--- config.mk ---
export PLATFORM = sky130hd
export DESIGN_NAME = thermal_mask_gen_flat
export DESIGN_NICKNAME = d
export VERILOG_FILES = /design/src/rtl/thermal_mask_gen_if.sv /design/src/rtl/thermal_mask_gen.sv /design/src/flat_wrapper.sv
export SDC_FILE = /design/constraint.sdc
export NUM_CORES = 1
export LEC_CHECK = 0
export ABC_AREA = 1
export BUFFER_PORTS_ARGS = -buffer_cell sky130_fd_sc_hd__buf_2
export CAP_MARGIN = 20
export CORE_ASPECT_RATIO = 0.75
export CORE_MARGIN = 4
export CORE_UTILIZATION = 55
export CTS_CLUSTER_SIZE = 12
export DETAILED_ROUTE_END_ITERATION = 10
export GPL_TIMING_DRIVEN = 0
export PLACE_DENSITY_LB_ADDON = 0.08
export SLEW_MARGIN = 20
export SYNTH_ARGS = -nofsm -noshare
export SYNTH_HDL_FRONTEND = slang
export SYNTH_SLANG_ARGS = --single-unit
--- constraint.sdc ---
create_clock -name clk -period 6.8 [get_ports clk]
set_input_delay 0.68 -clock clk [delete_from_list [all_inputs] [get_ports clk]]
set_output_delay 0.68 -clock clk [all_outputs]
set_load 0.03 [all_outputs]
--- src/rtl/thermal_mask_gen_if.sv ---
// Command and mask-beat handshake bundle for thermal_mask_gen.
// master drives commands and accepts beats; slave is the generator.
interface thermal_mask_gen_if #(
  parameter int unsigned DATA_WIDTH = 64,
  parameter int unsigned LEN_WIDTH  = 16
);
  localparam int unsigned OFS_WIDTH = $clog2(DATA_WIDTH);
  localparam int unsigned CNT_WIDTH = $clog2(DATA_WIDTH + 1);

  logic                  cmd_valid;
  logic                  cmd_ready;
  logic [LEN_WIDTH-1:0]  cmd_len;
  logic [OFS_WIDTH-1:0]  cmd_ofs;
  logic                  mask_valid;
  logic                  mask_ready;
  logic [DATA_WIDTH-1:0] mask_data;
  logic                  mask_last;
  logic [CNT_WIDTH-1:0]  mask_cnt;

  modport master (
    output cmd_valid, cmd_len, cmd_ofs, mask_ready,
    input  cmd_ready, mask_valid, mask_data, mask_last, mask_cnt
  );

  modport slave (
    input  cmd_valid, cmd_len, cmd_ofs, mask_ready,
    output cmd_ready, mask_valid, mask_data, mask_last, mask_cnt
  );
endinterface

--- src/rtl/thermal_mask_gen.sv ---
// Streaming thermometer-mask generator: one command -> one or more mask beats with popcount.
// Define THERM_OFFSET_EN to honour cmd_ofs (leading invalid bits in the first beat).
module thermal_mask_gen #(
  parameter int unsigned DATA_WIDTH = 64,
  parameter int unsigned LEN_WIDTH  = 16
) (
  input  logic              clk,
  input  logic              rst_n,
  thermal_mask_gen_if.slave bus,
  output logic              busy
);
  localparam int unsigned OFS_WIDTH = $clog2(DATA_WIDTH);
  localparam int unsigned CNT_WIDTH = $clog2(DATA_WIDTH + 1);
  localparam int unsigned REM_WIDTH = LEN_WIDTH + 1;
  localparam logic [REM_WIDTH-1:0] BeatBits = REM_WIDTH'(DATA_WIDTH);

  typedef enum logic [0:0] {StIdle, StRun} state_e;

  state_e                state_q, state_d;
  logic [REM_WIDTH-1:0]  rem_q, rem_d;
  logic [DATA_WIDTH-1:0] data_q, data_d;
  logic                  last_q, last_d;
  logic [CNT_WIDTH-1:0]  cnt_q, cnt_d;
  logic                  init_q;
  logic                  load;
  logic                  cmd_hs, beat_hs;
  logic [REM_WIDTH-1:0]  span;
  logic [CNT_WIDTH-1:0]  fill;

`ifdef THERM_OFFSET_EN
  logic [OFS_WIDTH-1:0]  start_q, start_d;
  logic [CNT_WIDTH-1:0]  lead;
  assign span = {1'b0, bus.cmd_len} + REM_WIDTH'(bus.cmd_ofs);
`else
  assign span = {1'b0, bus.cmd_len};
`endif

  // cmd_ready stays low until the first clock after reset release.
  assign bus.cmd_ready  = init_q & ((state_q == StIdle) | (last_q & bus.mask_ready));
  assign bus.mask_valid = (state_q == StRun);
  assign bus.mask_data  = data_q;
  assign bus.mask_last  = last_q;
  assign bus.mask_cnt   = cnt_q;
  assign busy           = (state_q == StRun);

  assign cmd_hs  = bus.cmd_valid & bus.cmd_ready;
  assign beat_hs = (state_q == StRun) & bus.mask_ready;

  always_comb begin
    state_d = state_q;
    rem_d   = rem_q;
`ifdef THERM_OFFSET_EN
    start_d = start_q;
`endif
    load    = 1'b0;
    unique case (state_q)
      StIdle: begin
        if (cmd_hs) begin
          load    = 1'b1;
          rem_d   = span;
`ifdef THERM_OFFSET_EN
          start_d = bus.cmd_ofs;
`endif
          state_d = StRun;
        end
      end
      StRun: begin
        if (beat_hs) begin
          if (!last_q) begin
            load    = 1'b1;
            rem_d   = rem_q - BeatBits;
`ifdef THERM_OFFSET_EN
            start_d = '0;
`endif
          end else if (cmd_hs) begin
            // Back-to-back command: reload without a bubble.
            load    = 1'b1;
            rem_d   = span;
`ifdef THERM_OFFSET_EN
            start_d = bus.cmd_ofs;
`endif
          end else begin
            state_d = StIdle;
          end
        end
      end
      default: state_d = StIdle;
    endcase
  end

  // Next beat derived from the next rem/start so outputs are registered.
  always_comb begin
    fill   = (rem_d >= BeatBits) ? CNT_WIDTH'(DATA_WIDTH) : CNT_WIDTH'(rem_d);
    data_d = '0;
    last_d = (rem_d <= BeatBits);
`ifdef THERM_OFFSET_EN
    lead = CNT_WIDTH'(start_d);
    for (int unsigned i = 0; i < DATA_WIDTH; i++) begin
      data_d[i] = (i < 32'(fill)) && (i >= 32'(lead));
    end
    cnt_d = (fill > lead) ? (fill - lead) : '0;
`else
    for (int unsigned i = 0; i < DATA_WIDTH; i++) begin
      data_d[i] = (i < 32'(fill));
    end
    cnt_d = fill;
`endif
  end

  always_ff @(posedge clk or negedge rst_n) begin
    if (!rst_n) begin
      state_q <= StIdle;
      rem_q   <= '0;
`ifdef THERM_OFFSET_EN
      start_q <= '0;
`endif
      data_q  <= '0;
      last_q  <= 1'b0;
      cnt_q   <= '0;
      init_q  <= 1'b0;
    end else begin
      state_q <= state_d;
      rem_q   <= rem_d;
`ifdef THERM_OFFSET_EN
      start_q <= start_d;
`endif
      init_q  <= 1'b1;
      if (load) begin
        data_q <= data_d;
        last_q <= last_d;
        cnt_q  <= cnt_d;
      end
    end
  end
endmodule

--- src/flat_wrapper.sv ---
// flat-port wrapper written by rule: the top's interface ports become plain ports
module thermal_mask_gen_flat 
#(
  parameter int unsigned DATA_WIDTH = 64,
  parameter int unsigned LEN_WIDTH  = 16
)
  (clk, rst_n, busy, bus_cmd_valid, bus_cmd_len, bus_cmd_ofs, bus_mask_ready, bus_cmd_ready, bus_mask_valid, bus_mask_data, bus_mask_last, bus_mask_cnt);
  thermal_mask_gen_if #(.DATA_WIDTH(DATA_WIDTH), .LEN_WIDTH(LEN_WIDTH)) bus_i ();
  input  logic clk;
  input  logic rst_n;
  output logic busy;
  input wire logic [$bits(bus_i.cmd_valid)-1:0] bus_cmd_valid;
  input wire logic [$bits(bus_i.cmd_len)-1:0] bus_cmd_len;
  input wire logic [$bits(bus_i.cmd_ofs)-1:0] bus_cmd_ofs;
  input wire logic [$bits(bus_i.mask_ready)-1:0] bus_mask_ready;
  output wire logic [$bits(bus_i.cmd_ready)-1:0] bus_cmd_ready;
  output wire logic [$bits(bus_i.mask_valid)-1:0] bus_mask_valid;
  output wire logic [$bits(bus_i.mask_data)-1:0] bus_mask_data;
  output wire logic [$bits(bus_i.mask_last)-1:0] bus_mask_last;
  output wire logic [$bits(bus_i.mask_cnt)-1:0] bus_mask_cnt;
  assign bus_i.cmd_valid = bus_cmd_valid;
  assign bus_i.cmd_len = bus_cmd_len;
  assign bus_i.cmd_ofs = bus_cmd_ofs;
  assign bus_i.mask_ready = bus_mask_ready;
  assign bus_cmd_ready = bus_i.cmd_ready;
  assign bus_mask_valid = bus_i.mask_valid;
  assign bus_mask_data = bus_i.mask_data;
  assign bus_mask_last = bus_i.mask_last;
  assign bus_mask_cnt = bus_i.mask_cnt;
  thermal_mask_gen #(.DATA_WIDTH(DATA_WIDTH), .LEN_WIDTH(LEN_WIDTH)) u_core (.clk(clk), .rst_n(rst_n), .bus(bus_i), .busy(busy));
endmodule
==> flow_metrics.tcl, run 1 <==
set metrics [dict create \
    leakage_nw 2.76 \
    cts_setup_buffers 0 \
    clkPwrFrac_pct 14.0 \
    p_comb_share_pct 54.1 \
    critical_path_class "flop to flop" \
    seqCellArea_sq_mm 0.00225 \
    crit_path_max_incr_delay_ns 0.41 \
    cts_hold_buf 0 \
    syn_area_per_cell_sq_um 7.80 \
    powerDensity_mw_per_mm2 537 \
    cts_tree "done" \
    clockBufferDepth 2 \
    hold_class "input port to async pin" \
    ctsResizeCount 0 \
    wl_met2_mm 4.84 \
    synth_cell_types 36 \
    viasPerCell 5.27 \
    n_antenna_cell 0 \
    cpLargestDelayFamily "simple AND/OR/NAND/NOR gates" \
    final_antenna_net_count 0 \
    finalMaxSlewViolations 0 \
    skew_ns 0.0107 \
    p_sw_mw 1.46 \
    synth_edf_count 0 \
    grt_antenna_before_repair 0 \
    top_layer "met4" \
    setup_ws_ns 3.90 \
    worstReg2RegStart "u_core.rem_q[6]$_DFF_PN0_" \
    grt_pass1_vias 3811 \
    rows 28 \
    rsz0062_at_grt "no" \
    yosysWarnings 0 \
    crit_chain "inv_1, ha_1, nand2_1, nor2_1, o21ai_0, nand3_1, nand2_1, nor2_1, nand2_1, nor2_4, nand4_4, inv_2, nand2_1, nand2_1, nand2_1, nand2_1" \
    clock.fmax_ghz 0.345 \
    dieArea_sq_mm 0.00968 \
    crit_path_max_fanout 7 \
    critPathBufInv 2 \
    die_h_microns 86.2 \
    grt_usage_pct 26.5 \
    drt_iter0_markers 375 \
    switching_share_pct 51.0 \
    area_delta_synth_final_pct 18.9 \
    synthCells 575 \
    synth_fp_nets 602 \
    grt_pass1_wl_mm 20.0 \
    cp-startpoint "u_core.rem_q[6]$_DFF_PN0_" \
    clock_latency_ns 0.36 \
    seqPwrFrac_pct 31.9 \
    path_common_cell "nand2_1" \
    met3WireLength_mm 1.03 \
    maxCapViolations 0 \
    routed_wl_mm 12.3 \
    internal_power_mw 1.40 \
    synth_area_sq_mm 0.00449 \
    h-tree-depth 3 \
    cts_root_buf "clkbuf_8" \
    cts-buffers-inserted 9 \
    wirelength_met1_mm 6.20 \
    initial_core_util_pct 56.7 \
    worstPathArrival_ns 3.20 \
    numPortBuffers 94 \
    critical_path.slowest_cell "dfrtp_1" \
    fill_cells 712 \
    required_ns 7.11 \
    fin_nets 708 \
    start_kind "flop" \
    vdd_drop_max_v 0.000332 \
    vias 4167 \
    wire_per_inst_microns 15.5 \
    clk_pin_slew_worst_paths_ns 0.09 \
    gp_congestion 0.910 \
    grt_max_degree 59 \
    grt-ovfl-total 0 \
    crit_cells 16 \
    drive_above_1_share_pct 24.5 \
    relSlewSlack_pct 56.3 \
    place_ws_ns 3.76 \
    reg2reg_depth 16 \
    clock_sinks 90 \
    ys_seq_elements 90 \
    die_x_microns 112 \
    status "complete, no violations" \
    drc 0 \
    synth_top_flop_cell "dfrtp_1" \
    seq_area_frac_synth_pct 50.2 \
    ios 101 \
    worstMarginPinSlew_ns 0.656 \
    layout_min_cycle_time_ns 2.90 \
    fin_crit_sh_pct 42.6 \
    multi_input_area_sq_mm 0.00196 \
    setup_viol 0 \
    core-area_sq_mm 0.00792 \
    finalSetupTns_ns 0 \
    hpwlAfterDp_mm 9.00 \
    first_pass_iters 5 \
    hold_viol 0 \
    async_flop_share_pct 100 \
    crit_path_end_kind "flop" \
]
cell usage after synthesis, types with 8 or more instances:
master | n | area, sq um
o21ai_0 | 9 | 45.0
clkbuf_1 | 8 | 30.0
inv_1 | 35 | 131
inv_2 | 9 | 33.8
nand4_1 | 11 | 68.8
dfrtp_1 | 90 | 2250
nor2_1 | 39 | 146
nand3_1 | 32 | 160
o21ai_1 | 10 | 50.1
nand2_1 | 263 | 987
flip-flops by register name, indices dropped and copies added, names as in the netlist:
signal                 flops
u_core.bus.mask_valid      1
u_core.bus.mask_last       1
u_core.bus.mask_cnt        7
u_core.rem_q              17
u_core.init_q              1
u_core.bus.mask_data      63
through the flow:
| stage | cells | cell area, sq um | utilization (%) | total power [mW] | hold slack (ns) |
|---|---|---|---|---|---|
| global route | 791 | 5340 | 67.4 | 3.06 | 0.285 |
| finish | 791 | 5340 | 67.4 | 2.86 | 0.255 |
| floorplan | 575 | 4490 | - | 2.02 | 0.384 |
| global placement | 774 | 5090 | 64.3 | 2.43 | 0.458 |
| detailed placement | 775 | 5120 | 64.6 | 2.46 | 0.460 |
| CTS | 791 | 5340 | 67.4 | 2.87 | 0.255 |
routing by layer:
layer | vias up | track usage [%]
met5 | - | 0
met4 | 0 | 7.42
met3 | 16 | 5.30
met2 | 173 | 35.4
met1 | 1969 | 43.4
li1 | 2009 | -
cell type report:
type                    count  share of cell area (%)
plain buffers              17                    2.02
flip-flops and latches     90                    42.2
multi-input cells         423                    36.7
inverters                  45                    3.17
clock inverters             6                    1.69
repair buffers             95                    9.38
well taps                 105                    2.46
clock buffers              10                    2.39
worst register-to-register path: stages (launching register included):
cell and delay, ns:
dfrtp_1 0.41, inv_1 0.14, ha_1 0.22, nand2_1 0.10, nor2_1 0.28, o21ai_0 0.13, nand3_1 0.10, nand2_1 0.07
nor2_1 0.27, nand2_1 0.15, nor2_4 0.20, nand4_4 0.16, inv_2 0.10, nand2_1 0.25, nand2_1 0.14, nand2_1 0.07
nand2_1 0.08
worst paths after layout:
kind,to,slack [ns]
max,u_core.bus.mask_data[60]$_DFFE_PN0P_,3.90
min,u_core.rem_q[10]$_DFF_PN0_,0.25
max reg2reg,u_core.bus.mask_data[60]$_DFFE_PN0P_,3.90
min reg2reg,u_core.bus.mask_data[28]$_DFFE_PN0P_,0.48
max in group asynchronous,u_core.bus.mask_data[7]$_DFFE_PN0P_,5.91
min in group clk,u_core.bus.mask_data[28]$_DFFE_PN0P_,0.48
cells in the final DEF, fill, tap and decap left out, types with 3 or more instances in the layout:
master | synthesis | final
nor2_4 | 7 | 7
inv_1 | 35 | 35
buf_2 | 2 | 95
o21ai_1 | 10 | 10
nand2_1 | 263 | 263
dfrtp_1 | 90 | 90
o21ai_0 | 9 | 9
buf_4 | 3 | 4
clkbuf_8 | 0 | 9
nor2_2 | 7 | 7
o21ai_2 | 4 | 4
or2_2 | 5 | 5
nand4_1 | 11 | 11
inv_2 | 9 | 9
buf_6 | 4 | 4
clkbuf_1 | 8 | 9
a21oi_1 | 7 | 7
nand3_1 | 32 | 32
nand3_2 | 3 | 3
nand2_2 | 7 | 7
nor2_1 | 39 | 39
power by group through the flow:
stage	combinational, mW	sequential [mW]	clock [mW]
after global routing	1.69	0.941	0.432
final	1.55	0.913	0.402
after global placement	1.52	0.912	0
after floorplan	0.752	1.27	0
after CTS	1.55	0.911	0.408
after detailed placement	1.54	0.916	0
cell families (layout without fill, tap and decap cells):
group	count (synthesis)	in the layout	synth area share, %
AO/OA/AOI/OAI	34	34	4.32
XOR/XNOR	1	1	0.195
adder cells (fa/ha/maj)	1	1	0.279
buffers and inverters	62	173	6.16
flip-flops	90	90	50.2
other	1	1	0.0836
AND/OR/NAND/NOR	386	386	38.7
No activity file was read; power rests on OpenSTA's default activity.
==> run 2: changes to the inputs <==
CORE_UTILIZATION = 54   (was 55)
clock period = 3.05 ns   (was 6.8 ns; I/O delays follow)
==> run 2 against run 1 <==
  * Critical path depth increased by 2
  * Sequential power is 120% higher
  * First-iteration DRC count shrank 9.3%
  * Critical path type unchanged
  * Largest cell class unchanged
==> flow_metrics.tcl, run 2 (same netlist as run 1, synthesis figures left out) <==
set metrics [dict create \
    final_cell_mix "nand2_1 (263), buf_2 (95), dfrtp_1 (90), nor2_1 (37), inv_1 (35)" \
    vdd_drop_max_v 0.000671 \
    clock_latency_ns 0.36 \
    clockBufferDepth 2 \
    grt_pass1_wl_mm 20.5 \
    critical_path_class "flop to flop" \
    fin_nets 709 \
    cts_tree "done" \
    first_pass_iters 5 \
    fin_crit_sh_pct 91.1 \
    wl_met2_mm 5.04 \
    numPortBuffers 94 \
    p_total_mw 6.41 \
    rsz0062_at_grt "no" \
    cts-buffers-inserted 9 \
    top_layer "met4" \
    vias 4200 \
    drt_iter0_markers 340 \
    final_antenna_net_count 0 \
    layout.cells.non_filler 792 \
    ios 101 \
    wirelength_met1_mm 6.25 \
    met3WireLength_mm 1.09 \
    layout_min_cycle_time_ns 2.78 \
    initial_core_util_pct 56.2 \
    fill_cells 724 \
    grt-ovfl-total 0 \
    n_antenna_cell 0 \
    setup_ws_ns 0.271 \
    cts_setup_buffers 0 \
    drc 0 \
    clk_pin_slew_worst_paths_ns 0.09 \
    dp.cells 775 \
    core-area_sq_mm 0.00799 \
    h-tree-depth 3 \
    die_x_microns 113 \
    viasPerCell 5.30 \
    hold_class "input port to flop" \
    final_common_cell "nand2_1" \
    grt_usage_pct 27.2 \
    area_delta_synth_final_pct 19.3 \
    powerDensity_mw_per_mm2 1200 \
    finalMaxSlewViolations 0 \
    drive_above_1_share_pct 24.7 \
    place_ws_ns 0.211 \
    required_ns 3.35 \
    clock.fmax_ghz 0.360 \
    gp_congestion 0.907 \
    hold_ws_ns 0.240 \
    grt_pass1_vias 3948 \
    dieArea_sq_mm 0.00984 \
    grt_max_degree 48 \
    wire_per_inst_microns 15.9 \
    skew_ns 0.0117 \
    crit_path_end_kind "flop" \
    cts_root_buf "clkbuf_8" \
    grt_antenna_before_repair 0 \
    leakage_nw 2.76 \
    routed_wl_mm 12.6 \
    die_h_microns 86.9 \
    rows 28 \
    status "complete, no violations" \
    worstPathArrival_ns 3.08 \
    worstMarginPinSlew_ns 0.681 \
    clock_sinks 90 \
    setup_viol 0 \
    finalSetupTns_ns 0 \
    hpwlAfterDp_mm 9.36 \
    largest_reg_flops 63 \
    maxCapViolations 0 \
    crit_path_max_fanout 10 \
    hold_viol 0 \
    relSlewSlack_pct 54.6 \
    start_kind "flop" \
]
==> run 2: changes by cell type in the layout (fill, tap and decap cells not counted), sizes merged <==
cell         change
dlygate4sd3      +1
==> run 2: worst max-delay path, stage by stage, from the launching register on <==
cell and delay (ns):
dfrtp_1 0.36, buf_4 0.18, nand2_1 0.11, nor2_4 0.21
inv_2 0.11, nand2_4 0.16, inv_2 0.05, buf_6 0.14
nand2_1 0.07, nand3_2 0.10, nor2_2 0.14, nand2_1 0.09
nor2_4 0.19, nand4_4 0.17, inv_2 0.10, nand2_1 0.26
nand2_1 0.14, nand2_1 0.06, nand2_1 0.08
==> run 2: what timing repair did <==
item / in CTS / in global routing
resized for setup: 0 / 2
setup endpoints to repair: 0 / 44
hold endpoints to repair: 46 / 0
hold buffers: 1 / 0
==> run 2: routing by layer <==
metal / GRT usage, % / up-vias
li1: - / 2015
met1: 43.3 / 1986
met2: 36.9 / 174
met3: 5.97 / 25
met4: 7.75 / 0
met5: 0 / -
==> run 2: report_power, final <==
part	internal [mW]	switching, mW	total (mW)
clock network	0.465	0.430	0.895
registers	1.72	0.311	2.03
logic	0.948	2.53	3.48
==> run 2: worst paths after layout <==
path	start	endpoint	slack (ns)	cells after the start
max	u_core.bus.mask_valid$_DFF_PN0_	u_core.bus.mask_data[60]$_DFFE_PN0P_	0.27	18
min	bus_cmd_len[7]	u_core.rem_q[7]$_DFF_PN0_	0.24	3
max reg2reg	u_core.bus.mask_valid$_DFF_PN0_	u_core.bus.mask_data[60]$_DFFE_PN0P_	0.27	18
min reg2reg	u_core.bus.mask_data[61]$_DFFE_PN0P_	u_core.bus.mask_data[61]$_DFFE_PN0P_	0.48	2
max in group asynchronous	rst_n	u_core.rem_q[16]$_DFF_PN0_	1.92	3
min in group asynchronous	rst_n	u_core.rem_q[10]$_DFF_PN0_	0.50	2
==> run 2: cell type report <==
class | count | area [sq um] | area share [%]
Clock buffer | 10 | 128 | 2.39
Inverter | 45 | 169 | 3.16
Tap cell | 105 | 131 | 2.46
Clock inverter | 6 | 90.1 | 1.68
Timing Repair Buffer | 96 | 510 | 9.54
Sequential cell | 90 | 2250 | 42.1
Buffer | 17 | 108 | 2.01
Multi-Input combinational cell | 423 | 1960 | 36.7
==> run 2: per-stage QoR <==
stage,cell area (sq um),util (%)
floorplan,4490,-
global placement,5090,63.7
detailed placement,5120,64.1
CTS,5350,66.9
global route,5350,67.0
finish,5350,67.0
